## config.mk

```make
export PLATFORM = sky130hd
export DESIGN_NAME = i2s_dsd_mode_ctrl
export DESIGN_NICKNAME = d
export VERILOG_FILES = /design/src/rtl/i2s_dsd_mode_ctrl.sv
export SDC_FILE = /design/constraint.sdc
export NUM_CORES = 1
export LEC_CHECK = 0
export ABC_AREA = 1
export CORE_MARGIN = 10
export CORE_UTILIZATION = 64
export CTS_BUF_LIST = sky130_fd_sc_hd__clkbuf_16
export CTS_CLUSTER_DIAMETER = 200
export DETAILED_ROUTE_END_ITERATION = 10
export PLACE_DENSITY = 0.95
export REMOVE_ABC_BUFFERS = 1
export SLEW_MARGIN = 20
export SYNTH_ARGS = -nofsm -noshare
export SYNTH_HDL_FRONTEND = slang
export SYNTH_SLANG_ARGS = --single-unit
```

## constraint.sdc

```tcl
create_clock -name I2S_BCKorDSDCLK -period 3.7 [get_ports I2S_BCKorDSDCLK]
set_input_delay 0.37 -clock I2S_BCKorDSDCLK [delete_from_list [all_inputs] [get_ports I2S_BCKorDSDCLK]]
set_output_delay 0.37 -clock I2S_BCKorDSDCLK [all_outputs]
set_load 0.01 [all_outputs]
```

## src/rtl/i2s_dsd_mode_ctrl.sv

```systemverilog
// Mode sequencer for the I2S/DSD front end: frame-lock supervision of LRCK,
// synchronised DSD_ON request handling and mute/clear sequencing of the datapath.
module i2s_dsd_mode_ctrl #(
  parameter int unsigned HALF_BCK    = 32,
  parameter int unsigned LOCK_HALVES = 8,
  parameter int unsigned MUTE_CYCLES = 64,
  parameter int unsigned CLR_CYCLES  = 16,
  parameter int unsigned CNT_W       = 8
) (
  input  logic       I2S_BCKorDSDCLK,
  input  logic       I2S_RST,
  input  logic       I2S_LRCKorDSD2,
  input  logic       DSD_ON,
  output logic       PATH_DSD,
  output logic       MOD_EN,
  output logic       MOD_CLR,
  output logic       MUTE,
  output logic       LOCKED,
  output logic       FRAME_ERR,
  output logic [2:0] STATE
);

  typedef enum logic [2:0] {
    ST_IDLE      = 3'd0,
    ST_ACQUIRE   = 3'd1,
    ST_PCM_RUN   = 3'd2,
    ST_MUTE_DOWN = 3'd3,
    ST_CLEAR     = 3'd4,
    ST_DSD_RUN   = 3'd5
  } state_t;

  localparam logic [CNT_W-1:0] HALF_LAST = CNT_W'(HALF_BCK - 1);
  localparam logic [CNT_W-1:0] TMO_LAST  = CNT_W'(2 * HALF_BCK - 1);
  localparam logic [CNT_W-1:0] LOCK_N    = CNT_W'(LOCK_HALVES);
  localparam logic [CNT_W-1:0] MUTE_LOAD = CNT_W'(MUTE_CYCLES - 1);
  localparam logic [CNT_W-1:0] CLR_LOAD  = CNT_W'(CLR_CYCLES - 1);
  localparam logic [CNT_W-1:0] CNT_MAX   = '1;
  localparam logic [CNT_W-1:0] CNT_ONE   = CNT_W'(1);

  logic clk;
  logic rst_n;
  assign clk   = I2S_BCKorDSDCLK;
  assign rst_n = I2S_RST;

  state_t           state, state_nxt;
  logic             tgt, tgt_nxt;
  logic             sync1, req, lrck_d;
  logic [CNT_W-1:0] hcnt, good, dcnt;
  logic             primed;
  logic             lr_edge, chk_active, good_ev, bad_ev, tmo;
  logic             ferr_nxt, path_nxt;

  assign STATE = state;

  // DSD_ON two-flop synchroniser and one-cycle LRCK delay for edge detection
  always_ff @(posedge clk or negedge rst_n) begin
    if (!rst_n) begin
      sync1  <= 1'b0;
      req    <= 1'b0;
      lrck_d <= 1'b0;
    end else begin
      sync1  <= DSD_ON;
      req    <= sync1;
      lrck_d <= I2S_LRCKorDSD2;
    end
  end

  // Frame events: primed edge at the expected count is good, anything else or a timeout is bad
  always_comb begin
    lr_edge    = I2S_LRCKorDSD2 ^ lrck_d;
    chk_active = (state == ST_IDLE) || (state == ST_ACQUIRE) || (state == ST_PCM_RUN);
    tmo        = chk_active && !lr_edge && (hcnt == TMO_LAST);
    good_ev    = chk_active && lr_edge && primed && (hcnt == HALF_LAST);
    bad_ev     = (chk_active && lr_edge && primed && (hcnt != HALF_LAST)) || tmo;
  end

  // Half-period counter, primed flag and consecutive-good counter; cleared outside PCM states
  always_ff @(posedge clk or negedge rst_n) begin
    if (!rst_n) begin
      hcnt   <= '0;
      primed <= 1'b0;
      good   <= '0;
    end else if (!chk_active) begin
      hcnt   <= '0;
      primed <= 1'b0;
      good   <= '0;
    end else begin
      if (lr_edge)              hcnt <= '0;
      else if (hcnt != CNT_MAX) hcnt <= hcnt + CNT_ONE;
      if (tmo)                  primed <= 1'b0;
      else if (lr_edge)         primed <= 1'b1;
      if (bad_ev)                             good <= '0;
      else if (good_ev && (good != LOCK_N))   good <= good + CNT_ONE;
    end
  end

  // State and latched target register
  always_ff @(posedge clk or negedge rst_n) begin
    if (!rst_n) begin
      state <= ST_IDLE;
      tgt   <= 1'b0;
    end else begin
      state <= state_nxt;
      tgt   <= tgt_nxt;
    end
  end

  // Next-state, target and frame-error decode
  always_comb begin
    state_nxt = state;
    tgt_nxt   = tgt;
    ferr_nxt  = 1'b0;
    case (state)
      ST_IDLE: begin
        tgt_nxt   = req;
        state_nxt = req ? ST_CLEAR : ST_ACQUIRE;
      end
      ST_ACQUIRE: begin
        if (req) begin
          state_nxt = ST_CLEAR;
          tgt_nxt   = 1'b1;
        end else if (good == LOCK_N) begin
          state_nxt = ST_CLEAR;
          tgt_nxt   = 1'b0;
        end
      end
      ST_PCM_RUN: begin
        if (bad_ev) begin
          state_nxt = ST_ACQUIRE;
          ferr_nxt  = 1'b1;
        end else if (req) begin
          state_nxt = ST_MUTE_DOWN;
          tgt_nxt   = 1'b1;
        end
      end
      ST_MUTE_DOWN: begin
        if (dcnt == '0) state_nxt = tgt ? ST_CLEAR : ST_ACQUIRE;
      end
      ST_CLEAR: begin
        if (dcnt == '0) state_nxt = tgt ? ST_DSD_RUN : ST_PCM_RUN;
      end
      ST_DSD_RUN: begin
        if (!req) begin
          state_nxt = ST_MUTE_DOWN;
          tgt_nxt   = 1'b0;
        end
      end
      default: state_nxt = ST_IDLE;
    endcase

    path_nxt = PATH_DSD;
    if (state_nxt != state) begin
      if ((state_nxt == ST_CLEAR) && tgt_nxt) path_nxt = 1'b1;
      else if (state_nxt == ST_ACQUIRE)       path_nxt = 1'b0;
    end
  end

  // Dwell counter loads on entry to MUTE_DOWN/CLEAR and counts down to the exit cycle
  always_ff @(posedge clk or negedge rst_n) begin
    if (!rst_n) begin
      dcnt <= '0;
    end else if (state_nxt != state) begin
      if (state_nxt == ST_MUTE_DOWN)  dcnt <= MUTE_LOAD;
      else if (state_nxt == ST_CLEAR) dcnt <= CLR_LOAD;
    end else if (dcnt != '0) begin
      dcnt <= dcnt - CNT_ONE;
    end
  end

  // Registered Moore outputs decoded from the next state
  always_ff @(posedge clk or negedge rst_n) begin
    if (!rst_n) begin
      PATH_DSD  <= 1'b0;
      MOD_EN    <= 1'b0;
      MOD_CLR   <= 1'b0;
      MUTE      <= 1'b1;
      LOCKED    <= 1'b0;
      FRAME_ERR <= 1'b0;
    end else begin
      PATH_DSD  <= path_nxt;
      MOD_EN    <= (state_nxt == ST_PCM_RUN) || ((state_nxt == ST_MUTE_DOWN) && tgt_nxt);
      MOD_CLR   <= (state_nxt == ST_CLEAR);
      MUTE      <= !((state_nxt == ST_PCM_RUN) || (state_nxt == ST_DSD_RUN));
      LOCKED    <= (state_nxt == ST_PCM_RUN);
      FRAME_ERR <= ferr_nxt;
    end
  end

endmodule

```

# After elaboration in Yosys (flattened, before gate mapping)
# Cells that the tools add are included.
word_totals:
  ff_bits: 38
  word_cells: 97
op_classes:
  n_addsub: 3
  n_eq_ne: 21
  mux: 34
  n_bitwise: 1
  reduce_logical: 23
ops:
  columns: ["cell", "count"]
  rows:
  - ["$mux W8", 10]
  - ["$mux W3", 10]
  - ["$pmux W3 S6", 1]
  - ["$add A8 B1 Y8 const B", 2]
  - ["$eq A3 B2 Y1 const B", 4]
  - ["$eq A3 B3 Y1 const B", 4]
  - ["$mux W1", 12]
  - ["$logic_and A1 B1 Y1", 9]
  - ["$eq A8 B4 Y1 const B", 1]
  - ["$eq A8 B5 Y1 const B", 1]
  - ["$eq A8 B6 Y1 const B", 1]
  - ["$logic_not A8 Y1", 1]
  - ["$ne A8 B4 Y1 const B", 1]
  - ["$ne A8 B5 Y1 const B", 1]
  - ["$ne A8 B8 Y1 const B", 1]
  - ["$reduce_bool A8 Y1", 1]
  - ["$sub A8 B1 Y8 const B", 1]
  - ["$eq A3 B1 Y1 const B", 2]
  - ["$ne A3 B1 Y1 const B", 2]
  - ["$ne A3 B2 Y1 const B", 2]
  - ["$logic_or A1 B1 Y1", 5]
  - ["$pmux W1 S4", 1]
  - ["$reduce_and A2 Y1", 2]
  - ["$reduce_bool A2 Y1", 2]
  - ["4 further kinds", 5]

# Longest topological paths before layout
logic_depth:
  ltp_word: 13
  mapped_depth: 16
  mapped_depth_nobuf: 16

# Least setup slack after synthesis
# OpenSTA, ideal clock, no wires.
synth_path:
  kind: "register -> register"
  from: "register dcnt[0]"
  to: "register dcnt[2]"
  setup_time_ps: 116
  t_arrival_ps: 1776
  required_ps: 3584
  setup_slack_ps: 1808
  path_stages_with_launch: 16
  n_path_buf: 0
  path_cell_list: "dfrtp_1 inv_1 ha_1 nand2_1 nor2_1 nand2_1 nand2_1 nand2_1 nand2_2 nand3_4 nand2_2 nand2_4 o21ai_4 nand2_4 nand2_1 nand2_1"
synth_via:
  elab_chain_len: 6
synth_lines:
  columns: ["element", "line", "text"]
  rows:
  - ["start: declaration", "48", "logic [CNT_W-1:0] hcnt, good, dcnt;"]
  - ["start signal: assignment", "166", "dcnt <= dcnt - CNT_ONE;"]
  - ["$logic_not A8 Y1 (*)", "137, 140", null]
  - ["$mux W3 (on tied branches)", "140, 137", null]
  - ["$pmux W3 S6 (*)", "113", "case (state)"]
  - ["named net state_nxt[0]", "45", "state_t state, state_nxt;"]
  - ["$ne A3 B3 Y1 (tied with other cells)", "162", "end else if (state_nxt != state) begin"]
  - ["$ne A3 B1 Y1 (no line) (tied with other cells)", null, null]
  - ["$reduce_and A2 Y1 (no line) / $mux W8 (equally long branches)", null, null]
# The timed path passes the listed nets; every way through them passes the cells marked *. The select of a mux whose other input is x is not followed.
# A chain may end at the register's enable or synchronous reset.

# Final worst setup path
layout_path:
  from: "register dcnt[0]"
  to: "register dcnt[4]"
# The elaborated chain is that of the path after synthesis.

==> run metrics <==
Worst-Skew Late Latency about 280 ps; CTS tree built; startpoint types flop; hold_buf cts 0; Non-Filler Instances approximately 360; top cell type's share of synthesized area 0.399; worst slew pin tran roughly 830 ps; Placer Congestion 0.895; die height 80.2 um; largest net degree at the start of global routing 39; complex-gate fraction of the synthesized area 0.101; DR pass1 iterations 4; initial antenna violation count 0; # Post-CTS Setup Buffers 0; DRC violations left 0; final hold slack 194 ps; main combinational cell family by area after synthesis simple AND/OR/NAND/NOR gates; sequential area share after synthesis 0.410; RSZ-0062 raised after global routing false; ys flop type dfrtp_1; crit path time final about 2400 ps; Worst Path Max Fanout 7; Synth area leader dfrtp_1; Setup violations, final 0; Syn Inst Count 300; Post-Synth Adder-Cell Area 0.0216; clock sinks 38; Max-cap violations 0; vias in the first global route 2051; Final period util 0.644; Vias 2038; Critical Path Max Stage Delay approximately 380 ps; placed insts roughly 360; simple-gate share of the synthesized area 0.373; drt total wl between 4000 and 5000 um; Starting Density 0.680; gr usage total 0.162; max_slew headroom 0.448; setup TNS 0 ps; IO Pins 13; CP Data Required Time 3910 ps; Ys Warns 0; most frequent cells in the layout 75 x nand2_1, 41 x inv_1, 37 x dfrtp_1; initial DRC count 137; Routed Antenna Nets 0; crit path kind reg2reg; die area 6440 um2; WP data arrival around 2600 ps; final core utilization 0.767; syn_area_per_cell 7.74 um2; global-route wire length before repair 8600 um; most common cell after layout, fill and taps aside nand2_1; Core Box Area 3420 um2; Hold/Removal Path Class in2async; Unique masters post-synth 38; Peak supply drop 0.000285 V; dpl hpwl 3430 um; # diodes 0; Root Driver clkbuf_16; CTS buffer count 5; CTS Buffer Depth 2; max-slew violations 0; Clk pin slew, worst setup/hold paths 60 ps; leak pwr between 1 and 1.5 nW; Synth async-reset ratio 1.00; grt ovf 0; Final Hold Viols 0; nets@finish about 330; Routed wire per std cell 13.4 um; FF+latch count, synth 38; port buffer count 12; status completed; H-tree depth 2; Critical Path Most Common Cell nand2_1; Fmax 420 MHz; crit path capture type flop; FILL cells 234; Layout area overhead 12.8%; die width around 80 um; post-synthesis mux area share 0; CP max stage cell dfrtp_1; Post-synth EDFFs 0; netlist area before placement 2320 um2; pwr dens approximately 320 nW/um2; post-synthesis xor/xnor area fraction 0.0113; FP Rows 21; crit path cell chain inv_1 -> ha_1 -> nand2_1 -> nor2_1 -> nand2_1 -> nand2_1 -> nand3_1 -> nand3_1 -> inv_1 -> o21ai_1 -> o21ai_4 -> nand2_4 -> nand2_1 -> nand2_1; leading post-synthesis cells by cell area dfrtp_1 40%, nand2_1 12%, inv_1 6.3%; CTS resizes 0; layout cells sized above 1 0.129; Vias/cell 5.60; clk_skew 6.81 ps
## cell type report
type	instances	area, um2	share of cell area
clock inverters	3	11.3	0.00430
multi-input cells	213	1180	0.449
flip-flops and latches	38	952	0.364
clock buffers	5	125	0.0478
repair buffers	12	115	0.0440
well taps	46	57.6	0.0220
inverters	47	181	0.0693
## worst paths after layout
check,start,endpoint,slack (ps),depth (start not counted)
max,dcnt[0],dcnt[4],1320,14
max reg2reg,dcnt[0],dcnt[4],1320,14
min in group I2S_BCKorDSDCLK,sync1,req,350,0
min,I2S_RST,good[6],190,1
max in group asynchronous,I2S_RST,MOD_CLR,2990,1
min reg2reg,sync1,req,350,0
## power by group
part | leakage, nW | internal (mW) | total (mW) | switching [mW]
logic | 0.686 | 0.00357 | 0.0157 | 0.0121
registers | 0.485 | 0.418 | 0.419 | 0.00102
clock network | 0.0738 | 0.242 | 0.392 | 0.150
total | 1.24 | 0.663 | 0.827 | 0.163
## flip-flops by register name, summed over array words and instances, names as in the netlist, 3 cells and up
signal,flops
dcnt,8
good,8
hcnt,8
STATE,3
## critical path, delay by kind of cell (launching register included)
kind / cells / cell delay [ps]
adders and majority gates: 1 / 210
and+or+nand+nor: 9 / 1140
AOI/OAI and AO/OA: 2 / 410
buffers and inverters: 2 / 190
DFF: 1 / 380
## Yosys cell counts, types with 3 or more instances
| master | count |
|---|---|
| ha_1 | 4 |
| nand2_1 | 75 |
| a21oi_1 | 13 |
| xor2_1 | 3 |
| nor2_1 | 26 |
| nand3_1 | 26 |
| nand2_2 | 6 |
| nand2_4 | 6 |
| o21ai_0 | 14 |
| inv_2 | 6 |
| inv_1 | 39 |
| dfrtp_1 | 37 |
| nand3_2 | 4 |
| nand4_1 | 5 |
| nor3_1 | 5 |
## cell families after synthesis
group,Yosys count
xor+xnor,3
simple gates,166
fa+ha+maj,4
compound gates,40
buf+inv,49
flops,38
## layer usage
metal,routed length (um),share of wire,track usage
met3,281,0.058,0.0379
met5,0,0,0
met4,79,0.016,0.0599
met1,2000,0.41,0.179
met2,2510,0.51,0.293
## through the flow
stage	cell area (um2)	power [mW]	worst slack, ps
6_report	2620	0.827	1320
3_3_place_gp	2480	0.442	1380
2_1_floorplan	2310	0.431	1810
5_1_grt	2620	0.853	1190
3_5_place_dp	2480	0.442	1330
4_1_cts	2620	0.833	1370
Power figures use the tool's default switching activity.
==> RTL edit (same flow settings) <==
Remove the register `MOD_CLR`: a continuous assignment takes its place, so the output `MOD_CLR` follows one clock earlier.
--- a/src/rtl/i2s_dsd_mode_ctrl.sv
+++ b/src/rtl/i2s_dsd_mode_ctrl.sv
@@ -173,5 +173,4 @@
       PATH_DSD  <= 1'b0;
       MOD_EN    <= 1'b0;
-      MOD_CLR   <= 1'b0;
       MUTE      <= 1'b1;
       LOCKED    <= 1'b0;
@@ -180,5 +179,4 @@
       PATH_DSD  <= path_nxt;
       MOD_EN    <= (state_nxt == ST_PCM_RUN) || ((state_nxt == ST_MUTE_DOWN) && tgt_nxt);
-      MOD_CLR   <= (state_nxt == ST_CLEAR);
       MUTE      <= !((state_nxt == ST_PCM_RUN) || (state_nxt == ST_DSD_RUN));
       LOCKED    <= (state_nxt == ST_PCM_RUN);
@@ -187,4 +185,6 @@
   end
 
+  assign MOD_CLR = (state_nxt == ST_CLEAR);
+
 endmodule
 
Behaviour: not the same (Yosys sat finds a counterexample within 4 cycles, from zero or initial values and one cycle with I2S_RST low).
==> RTL edit against the unedited design <==
  * Total power is 17% higher
  * Worst setup slack worse by 0.47 ns
  * Area after synthesis is 2.4% lower
  * Routed wire length is 1.9% lower
  * Sequential cell count is 1 lower
  * Design area is 0.43% higher
  * Global-route usage hardly changed
  * Critical endpoint is now MOD_CLR
  * Largest power group is now clock
==> RTL edit: results (changes against the unedited design) <==
| Metric | Value |
|---|---|
| Outcome | complete, no violations (unchanged) |
| Final nets | 319 (was 325) |
| Layout cells sized above 1 | 14.4% (was 12.9%) |
| Compound-Gate Fraction of Synth Area | 10.4% (was 10.1%) |
| Inst Count DP | 350 (was 356) |
| Leak | 1.29 nW (was 1.24 nW) |
| Post-synthesis sequential area ratio | 40.9% (was 41.0%) |
| Synth Area in XOR/XNOR | 1.93% (was 1.13%) |
| PD cells | 367 mW/mm^2 (was 316 mW/mm^2) |
| Met1 Use GR | 17.8% (was 17.9%) |
| Clock power frac | 56.2% (was 47.5%) |
| CP endpoint | MOD_CLR (was dcnt[4]) |
| M2 GR Usage | 28.4% (was 29.3%) |
| Largest net degree at the start of global routing | 38 (was 39) |
| Adder-cell share of the synthesized area | 2.21% (was 2.16%) |
| Max Fanout on Critical Path | 7 (unchanged) |
| Drt pass-1 iters | 6 (was 4) |
| Hold_ws | 0.183 ns (was 0.194 ns) |
| Vias in the first global route | 1913 (was 2051) |
| Post-DP HPWL | 3270 um (was 3430 um) |
| Area contributors post-synth | dfrtp_1 40%, nand2_1 13%, inv_1 7.1%, nand3_1 4.6%, nand2_4 4.0% (was dfrtp_1 40%, nand2_1 12%, inv_1 6.3%, nand3_1 5.6%, nor2_1 4.2%) |
| FF-to-FF path depth | 13 (was 14) |
| Clock skew | 0.00436 ns (was 0.00681 ns) |
| Worst r2r dst | dcnt[7] (was dcnt[4]) |
| Total global-route track usage | 16.1% (was 16.2%) |
| Met2 routed WL | 2410 um (was 2510 um) |
| DRT met1 WL | 2030 um (was 2000 um) |
| Psw | 0.172 mW (was 0.163 mW) |
| First-pass GRT wire length | 8270 um (was 8600 um) |
| # fillers | 203 (was 234) |
| Fin cells | 358 (was 364) |
| Mux contribution to synthesized area | 0.442% (was 0%) |
| R2r setup slk | 1.39 ns (was 1.32 ns) |
| Critical Path Max Stage Delay | 0.54 ns (was 0.38 ns) |
| Slowest CP cell | clkdlybuf4s50_1 (was dfrtp_1) |
| Cell variety after synth | 32 (was 38) |
| Max_slew headroom | 45.5% (was 44.8%) |
| Detailed Route WL | 4780 um (was 4870 um) |
| Vias/cell | 5.44 (was 5.60) |
| Final Wtd Congestion | 0.923 (was 0.895) |
| # resized after CTS | 0 (unchanged) |
| Most frequent cells after synthesis | 76 x nand2_1, 43 x inv_1, 36 x dfrtp_1 (was 75 x nand2_1, 39 x inv_1, 37 x dfrtp_1) |
| Peak supply drop | 0.000294 V (was 0.000285 V) |
| GR Util met3 | 3.60% (was 3.79%) |
| DR iter-0 viols | 155 (was 137) |
| Seq power | 0.408 mW (was 0.419 mW) |
| Mapped Cells | 292 (was 300) |
| Setup Fix Bufs, Post-CTS | 0 (unchanged) |
## RTL edit: cell types whose count changed after synthesis, moves of 3 or more
cell      unedited run  this run
a211oi_1             1         4
a31oi_1              1         4
inv_1               39        43
inv_2                6         3
nand3_1             26        21
nor2_1              26        21
nor2_2               2         6
nor3_1               5         8
## RTL edit: area by class of cell
type / count / share of cell area [%]
multi-input cells: 207 / 44.0
flip-flops and latches: 37 / 35.3
inverters: 48 / 6.95
clock buffers: 5 / 4.76
repair buffers: 12 / 4.38
clock inverters: 3 / 2.47
well taps: 46 / 2.19
## RTL edit: metrics by stage
stage / instance area, um^2 / setup slack [ns]
after global placement: 2440 / 1.00
final: 2630 / 0.850
after CTS: 2630 / 0.859
after floorplan: 2270 / 1.72
after global routing: 2630 / 0.619
after detailed placement: 2440 / 0.918
## RTL edit: kinds of logic (layout without fill, tap and decap cells)
kind of cell	Yosys count	after routing
buf+inv	48	68
xor+xnor	5	5
simple gates	159	159
mux	1	1
flops	37	37
fa+ha+maj	4	4
compound gates	38	38
